$ cat src/rtl/result_display_if.sv
// Handshake and display bundle between the KNN result source and the display stage.
interface result_display_if;
    logic        done;
    logic        predicted_class;
    logic        K_mode;
    logic [15:0] latency;
    logic [6:0]  seg;
    logic        dp;
    logic [3:0]  an;
    logic        class_led;
    logic        result_valid;
    logic        busy;

    modport master (
        output done, predicted_class, K_mode, latency,
        input  seg, dp, an, class_led, result_valid, busy
    );

    modport slave (
        input  done, predicted_class, K_mode, latency,
        output seg, dp, an, class_led, result_valid, busy
    );
endinterface

$ cat src/rtl/result_display.sv
// KNN result display: captures a finished result, converts latency to BCD with a
// sequential double-dabble and scans it onto a 4-digit multiplexed 7-segment display.
module result_display #(
    parameter int REFRESH_DIV    = 50000,
    parameter bit SEG_ACTIVE_LOW = 1'b1
) (
    input  logic             clk,
    input  logic             reset,
    result_display_if.slave  bus
);
    localparam int CNT_W = (REFRESH_DIV > 1) ? $clog2(REFRESH_DIV) : 1;
    localparam logic [CNT_W-1:0] CNT_LAST = CNT_W'(REFRESH_DIV - 1);

    // Internal encoding is active-low; these masks flip it for active-high boards.
    localparam logic [6:0] SEG_INV = SEG_ACTIVE_LOW ? 7'h00 : 7'h7F;
    localparam logic [3:0] AN_INV  = SEG_ACTIVE_LOW ? 4'h0  : 4'hF;
    localparam logic       DP_INV  = SEG_ACTIVE_LOW ? 1'b0  : 1'b1;

    localparam logic [6:0] SEG_DASH  = 7'h3F;
    localparam logic [6:0] SEG_BLANK = 7'h7F;

    typedef enum logic [1:0] {
        IDLE   = 2'd0,
        CONV   = 2'd1,
        COMMIT = 2'd2
    } state_t;

    function automatic logic [6:0] seg_code(input logic [3:0] d);
        logic [6:0] code;
        case (d)
            4'd0:    code = 7'h40;
            4'd1:    code = 7'h79;
            4'd2:    code = 7'h24;
            4'd3:    code = 7'h30;
            4'd4:    code = 7'h19;
            4'd5:    code = 7'h12;
            4'd6:    code = 7'h02;
            4'd7:    code = 7'h78;
            4'd8:    code = 7'h00;
            4'd9:    code = 7'h10;
            default: code = SEG_BLANK;
        endcase
        return code;
    endfunction

    // One double-dabble step on {bcd[15:0], binary[13:0]}: adjust nibbles, then shift.
    function automatic logic [29:0] dd_step(input logic [29:0] sh);
        logic [29:0] t;
        t = sh;
        for (int i = 0; i < 4; i++) begin
            if (t[14 + 4*i +: 4] >= 4'd5) begin
                t[14 + 4*i +: 4] = t[14 + 4*i +: 4] + 4'd3;
            end else begin
                t[14 + 4*i +: 4] = t[14 + 4*i +: 4];
            end
        end
        return {t[28:0], 1'b0};
    endfunction

    state_t             state_r;
    logic [29:0]        shift_r;
    logic [3:0]         iter_r;
    logic               cls_cap_r;
    logic               k_cap_r;
    logic               sat_cap_r;
    logic               busy_r;
    logic [15:0]        digits_r;
    logic               class_led_r;
    logic               k_disp_r;
    logic               sat_disp_r;
    logic               result_valid_r;
    logic [CNT_W-1:0]   refresh_cnt_r;
    logic [1:0]         digit_idx_r;
    logic [6:0]         seg_r;
    logic [3:0]         an_r;
    logic               dp_r;

    logic               sat_s;
    logic [13:0]        lat_sat_s;
    logic [3:0]         cur_digit_s;
    logic               blank_s;
    logic               dp_on_s;
    logic [6:0]         seg_int_s;
    logic               dp_int_s;
    logic [3:0]         an_int_s;

    assign sat_s     = (bus.latency > 16'd9999);
    assign lat_sat_s = sat_s ? 14'd9999 : bus.latency[13:0];

    // Capture / convert / commit sequencer.
    always_ff @(posedge clk) begin
        if (reset) begin
            state_r        <= IDLE;
            shift_r        <= 30'd0;
            iter_r         <= 4'd0;
            cls_cap_r      <= 1'b0;
            k_cap_r        <= 1'b0;
            sat_cap_r      <= 1'b0;
            busy_r         <= 1'b0;
            digits_r       <= 16'd0;
            class_led_r    <= 1'b0;
            k_disp_r       <= 1'b0;
            sat_disp_r     <= 1'b0;
            result_valid_r <= 1'b0;
        end else begin
            case (state_r)
                IDLE: begin
                    if (bus.done) begin
                        shift_r   <= {16'd0, lat_sat_s};
                        cls_cap_r <= bus.predicted_class;
                        k_cap_r   <= bus.K_mode;
                        sat_cap_r <= sat_s;
                        iter_r    <= 4'd0;
                        busy_r    <= 1'b1;
                        state_r   <= CONV;
                    end else begin
                        state_r   <= IDLE;
                    end
                end
                CONV: begin
                    shift_r <= dd_step(shift_r);
                    iter_r  <= iter_r + 4'd1;
                    if (iter_r == 4'd13) begin
                        state_r <= COMMIT;
                    end else begin
                        state_r <= CONV;
                    end
                end
                COMMIT: begin
                    digits_r       <= shift_r[29:14];
                    class_led_r    <= cls_cap_r;
                    k_disp_r       <= k_cap_r;
                    sat_disp_r     <= sat_cap_r;
                    result_valid_r <= 1'b1;
                    busy_r         <= 1'b0;
                    state_r        <= IDLE;
                end
                default: begin
                    busy_r  <= 1'b0;
                    state_r <= IDLE;
                end
            endcase
        end
    end

    // Digit refresh timer and scan index.
    always_ff @(posedge clk) begin
        if (reset) begin
            refresh_cnt_r <= '0;
            digit_idx_r   <= 2'd0;
        end else if (refresh_cnt_r == CNT_LAST) begin
            refresh_cnt_r <= '0;
            digit_idx_r   <= digit_idx_r + 2'd1;
        end else begin
            refresh_cnt_r <= refresh_cnt_r + CNT_W'(1);
        end
    end

    // Select the active digit and derive its segments, dp and anode (active-low form).
    always_comb begin
        cur_digit_s = 4'd0;
        blank_s     = 1'b0;
        dp_on_s     = 1'b0;
        case (digit_idx_r)
            2'd0: begin
                cur_digit_s = digits_r[3:0];
                dp_on_s     = k_disp_r;
            end
            2'd1: begin
                cur_digit_s = digits_r[7:4];
                blank_s     = (digits_r[15:4] == 12'd0);
            end
            2'd2: begin
                cur_digit_s = digits_r[11:8];
                blank_s     = (digits_r[15:8] == 8'd0);
            end
            2'd3: begin
                cur_digit_s = digits_r[15:12];
                blank_s     = (digits_r[15:12] == 4'd0);
                dp_on_s     = sat_disp_r;
            end
            default: begin
                cur_digit_s = 4'd0;
                blank_s     = 1'b1;
                dp_on_s     = 1'b0;
            end
        endcase

        an_int_s = ~(4'b0001 << digit_idx_r);
        if (!result_valid_r) begin
            seg_int_s = SEG_DASH;
            dp_int_s  = 1'b1;
        end else begin
            seg_int_s = blank_s ? SEG_BLANK : seg_code(cur_digit_s);
            dp_int_s  = ~dp_on_s;
        end
    end

    // Register seg/an/dp together so anode and segment data switch on the same edge.
    always_ff @(posedge clk) begin
        if (reset) begin
            seg_r <= SEG_BLANK ^ SEG_INV;
            an_r  <= 4'hF ^ AN_INV;
            dp_r  <= 1'b1 ^ DP_INV;
        end else begin
            seg_r <= seg_int_s ^ SEG_INV;
            an_r  <= an_int_s ^ AN_INV;
            dp_r  <= dp_int_s ^ DP_INV;
        end
    end

    assign bus.seg          = seg_r;
    assign bus.an           = an_r;
    assign bus.dp           = dp_r;
    assign bus.class_led    = class_led_r;
    assign bus.result_valid = result_valid_r;
    assign bus.busy         = busy_r;
endmodule

$ cat src/flat_wrapper.sv
// flat-port wrapper written by rule: the top's interface ports become plain ports
module result_display_flat 
#(
    parameter int REFRESH_DIV    = 50000,
    parameter bit SEG_ACTIVE_LOW = 1'b1
)
  (clk, reset, bus_done, bus_predicted_class, bus_K_mode, bus_latency, bus_seg, bus_dp, bus_an, bus_class_led, bus_result_valid, bus_busy);
  result_display_if bus_i ();
  input  logic clk;
  input  logic reset;
  input wire logic [$bits(bus_i.done)-1:0] bus_done;
  input wire logic [$bits(bus_i.predicted_class)-1:0] bus_predicted_class;
  input wire logic [$bits(bus_i.K_mode)-1:0] bus_K_mode;
  input wire logic [$bits(bus_i.latency)-1:0] bus_latency;
  output wire logic [$bits(bus_i.seg)-1:0] bus_seg;
  output wire logic [$bits(bus_i.dp)-1:0] bus_dp;
  output wire logic [$bits(bus_i.an)-1:0] bus_an;
  output wire logic [$bits(bus_i.class_led)-1:0] bus_class_led;
  output wire logic [$bits(bus_i.result_valid)-1:0] bus_result_valid;
  output wire logic [$bits(bus_i.busy)-1:0] bus_busy;
  assign bus_i.done = bus_done;
  assign bus_i.predicted_class = bus_predicted_class;
  assign bus_i.K_mode = bus_K_mode;
  assign bus_i.latency = bus_latency;
  assign bus_seg = bus_i.seg;
  assign bus_dp = bus_i.dp;
  assign bus_an = bus_i.an;
  assign bus_class_led = bus_i.class_led;
  assign bus_result_valid = bus_i.result_valid;
  assign bus_busy = bus_i.busy;
  result_display #(.REFRESH_DIV(REFRESH_DIV), .SEG_ACTIVE_LOW(SEG_ACTIVE_LOW)) u_core (.clk(clk), .reset(reset), .bus(bus_i));
endmodule
$ cat config.mk
export PLATFORM = sky130hd
export DESIGN_NAME = result_display_flat
export DESIGN_NICKNAME = d
export VERILOG_FILES = /design/src/rtl/result_display_if.sv /design/src/rtl/result_display.sv /design/src/flat_wrapper.sv
export SDC_FILE = /design/constraint.sdc
export NUM_CORES = 1
export LEC_CHECK = 0
export ABC_CLOCK_PERIOD_IN_PS = 3640
export CORE_MARGIN = 5
export CORE_UTILIZATION = 35
export DETAILED_ROUTE_END_ITERATION = 7
export GPL_ROUTABILITY_DRIVEN = 0
export SLEW_MARGIN = 20
export SYNTH_ARGS = -nofsm -noshare
export SYNTH_HDL_FRONTEND = slang
export SYNTH_SLANG_ARGS = --single-unit
$ cat constraint.sdc
create_clock -name clk -period 3.64 [get_ports clk]
set_clock_uncertainty 0.2 [all_clocks]
set_input_delay 1.092 -clock clk [delete_from_list [all_inputs] [get_ports clk]]
set_output_delay 1.092 -clock clk [all_outputs]
set_load 0.005 [all_outputs]
==> results.toml <==
[clock_tree]
clock-sinks = 90
cts_buffers = 9
htreeDepth = 3
cts_tree = "built"
cts_resized = 0
clkTransAtPathRegs_ns = 0.06
cts_buffer_depth = 2
hold_buffers = 0
root_buffer = "clkbuf_16"
clk_latency_ns = 0.33
postCtsSetupBuffers = 0

[logic_synthesis]
ys_ff_latch = 90
synth-edff-count = 0
synth_top_area_cell = "dfxtp_1"
synth_top_area_share_pct = 44.35
synth.top_cells.by_count = "90 x dfxtp_1, 72 x nor2_1, 65 x nand2_1, 35 x a21oi_1"
syn_area_um2 = 4063
synth-async-reset-ratio_pct = 0
syn_inst = 484
syn_nets = 524
synth.area.top_cells = "dfxtp_1 44%, nor2_1 6.7%, nand2_1 6.0%"
yosys_warnings = 0
ys_seq_area_share_pct = 44.35
synth.most_common_cell = "dfxtp_1"
ys_types = 51
syn_avg_cell_area_um2 = 8.394
synthFlopType = "dfxtp_1"

[global_routing]
grt_pass1_vias = 3318
grt_max_degree = 40
grt_overflow = 0
grt_pass1_wl_um = 15340
track_usage_pct = 13.01
grt_antenna_before_repair = 0

[timing]
finalSetupViolCount = 0
max_freq_mhz = 354.1
hold_ws_ns = 0.2597
finalSetupTns_ns = 0
period_minus_slack_ns = 2.824
tightest_slew_ns = 0.6889
fin_ws_ns = 0.8160
slew_headroom_pct = 53.96
finalMaxSlewViolations = 0
finalCritPeriodShare_pct = 77.58
hold_violations = 0
rsz0062_at_grt = "false"

[final_layout]
n_antenna_cell = 0
fillCellCount = 1151
drive_gt1_share_pct = 6.576
final_design_area_no_fill_um2 = 4867
syn_to_final_growth_pct = 19.80
nets = 553

[place]
port-buffer-count = 35
placed_area_um2 = 4539
place_ws_ns = 0.4663
dpl.hpwl_um = 6119

[route]
first_pass_iters = 4
drt_iter0_markers = 154
wl_um = 8573
ant_nets = 0
via_per_inst = 5.085
route.detailed.drc = 0
vias = 3356
avgRoutedWirePerCell_um = 12.99

[worst_setup_path]
ff2ff_setup_slack_ns = 0.91
path_max_fanout = 7
critical_path_arrival_ns = 2.82
reg2regPathDepth = 8
endpoint_kind = "flip-flop"
critPathLaunchType = "input port"
r2r_end = "u_core.bus.seg[6]"
r2r_start = "u_core.digit_idx_r[1]"
critPathRequiredTime_ns = 3.64
critPathKind = "input port to flip-flop"

[floorplanning]
die_y_um = 117.7
dieArea_um2 = 13860
core_um2 = 11420
start_util_pct = 35.58
io_pins = 36
fp-row-count = 39
die_w_um = 117.7

[pwr]
p_leak_nw = 1.743
cellPowerDensity_nw_per_um2 = 441.8
irDropWorstVdd_mv = 0.4120

[worst_hold_path]
min_from = "u_core.sat_disp_r"
whs_path_depth = 2
worstHoldPathType = "flip-flop to flip-flop"
min_to = "u_core.sat_disp_r"

[run]
drv_cap = 0

[outcome]
status = "finished, final reports clean"
[critical path, cell delays in order]
cell             delay (ns)
clkdlybuf4s50_1        0.42
nor4_1                 0.31
o21ai_1                0.20
a2111o_1               0.55
nor3_1                 0.18
nor4_1                 0.08
[logic make-up (layout without fill, tap and decap cells)]
logic type,after synthesis,after routing,synth area share (%)
multiplexers,6,6,1.509
AND/OR/NAND/NOR,212,212,23.90
adder cells (fa/ha/maj),19,19,5.852
XOR/XNOR,25,25,5.390
buffers and inverters,42,75,4.127
flip-flops,90,90,44.35
AO/OA/AOI/OAI,90,90,14.88
[metal layers]
metal	share of wire (%)	global-route usage, %	up-vias
met5	0	0	-
met4	0.71	2.939	0
met3	4.7	4.565	6
met2	45	21.22	65
met1	49	16.57	1565
li1	-	-	1720
[power breakdown]
| group | internal (mW) | leakage (nW) | switching (mW) |
|---|---|---|---|
| registers | 1.01 | 0.731 | 0.0161 |
| logic | 0.0524 | 0.858 | 0.0683 |
| clock network | 0.635 | 0.154 | 0.371 |
[placed cells by master (no fill, tap or decap), types with 6 or more instances in the layout]
cell             count
xnor2_1             13
nor4_1              10
nand2b_1             9
ha_1                19
nor2_1              72
a22oi_1              9
inv_1               17
clkdlybuf4s50_1     34
a21oi_1             35
buf_4                6
nand2_1             65
clkbuf_16            9
xor2_1              12
nor3_1              20
o21ai_0             11
dfxtp_1             90
nand3_1             16
[flip-flops by register name (all words and copies together) (netlist names)]
register / cells
u_core.shift_r: 30
u_core.digits_r: 16
u_core.refresh_cnt_r: 16
u_core.bus.seg: 7
u_core.bus.an: 4
u_core.iter_r: 4
u_core.digit_idx_r: 2
u_core.state_r: 2
u_core.bus.busy: 1
u_core.bus.class_led: 1
u_core.bus.dp: 1
u_core.bus.result_valid: 1
u_core.cls_cap_r: 1
u_core.k_cap_r: 1
u_core.k_disp_r: 1
u_core.sat_cap_r: 1
u_core.sat_disp_r: 1
[worst max path at each step]
| stage | from | to | slack [ns] | cells past startpoint |
|---|---|---|---|---|
| floorplan | bus_latency[6] | u_core.shift_r[10] | 1.09 | 5 |
| global placement | bus_latency[6] | u_core.shift_r[13] | 0.47 | 6 |
| detailed placement | bus_latency[6] | u_core.shift_r[9] | 0.47 | 6 |
| CTS | bus_latency[6] | u_core.shift_r[9] | 0.83 | 6 |
| global route | bus_latency[6] | u_core.shift_r[1] | 0.68 | 6 |
| finish | bus_latency[6] | u_core.shift_r[1] | 0.82 | 6 |
[metrics by stage]
| stage | total power [mW] | utilization (%) | std cells |
|---|---|---|---|
| 2_1_floorplan | 1.114 | - | 484 |
| 3_3_place_gp | 1.164 | 39.75 | 645 |
| 3_5_place_dp | 1.168 | 39.75 | 645 |
| 4_1_cts | 2.181 | 42.63 | 660 |
| 5_1_grt | 2.241 | 42.63 | 660 |
| 6_report | 2.150 | 42.63 | 660 |
[area by class of cell]
class	instances	area, um^2	share of cell area [%]
Inverter	19	71.32	1.465
Sequential cell	90	1802	37.02
Clock inverter	4	75.07	1.542
Clock buffer	11	252.7	5.193
Timing Repair Buffer	41	390.4	8.021
Tap cell	143	178.9	3.676
Multi-Input combinational cell	352	2097	43.08
(Power assumes the default switching activity.)
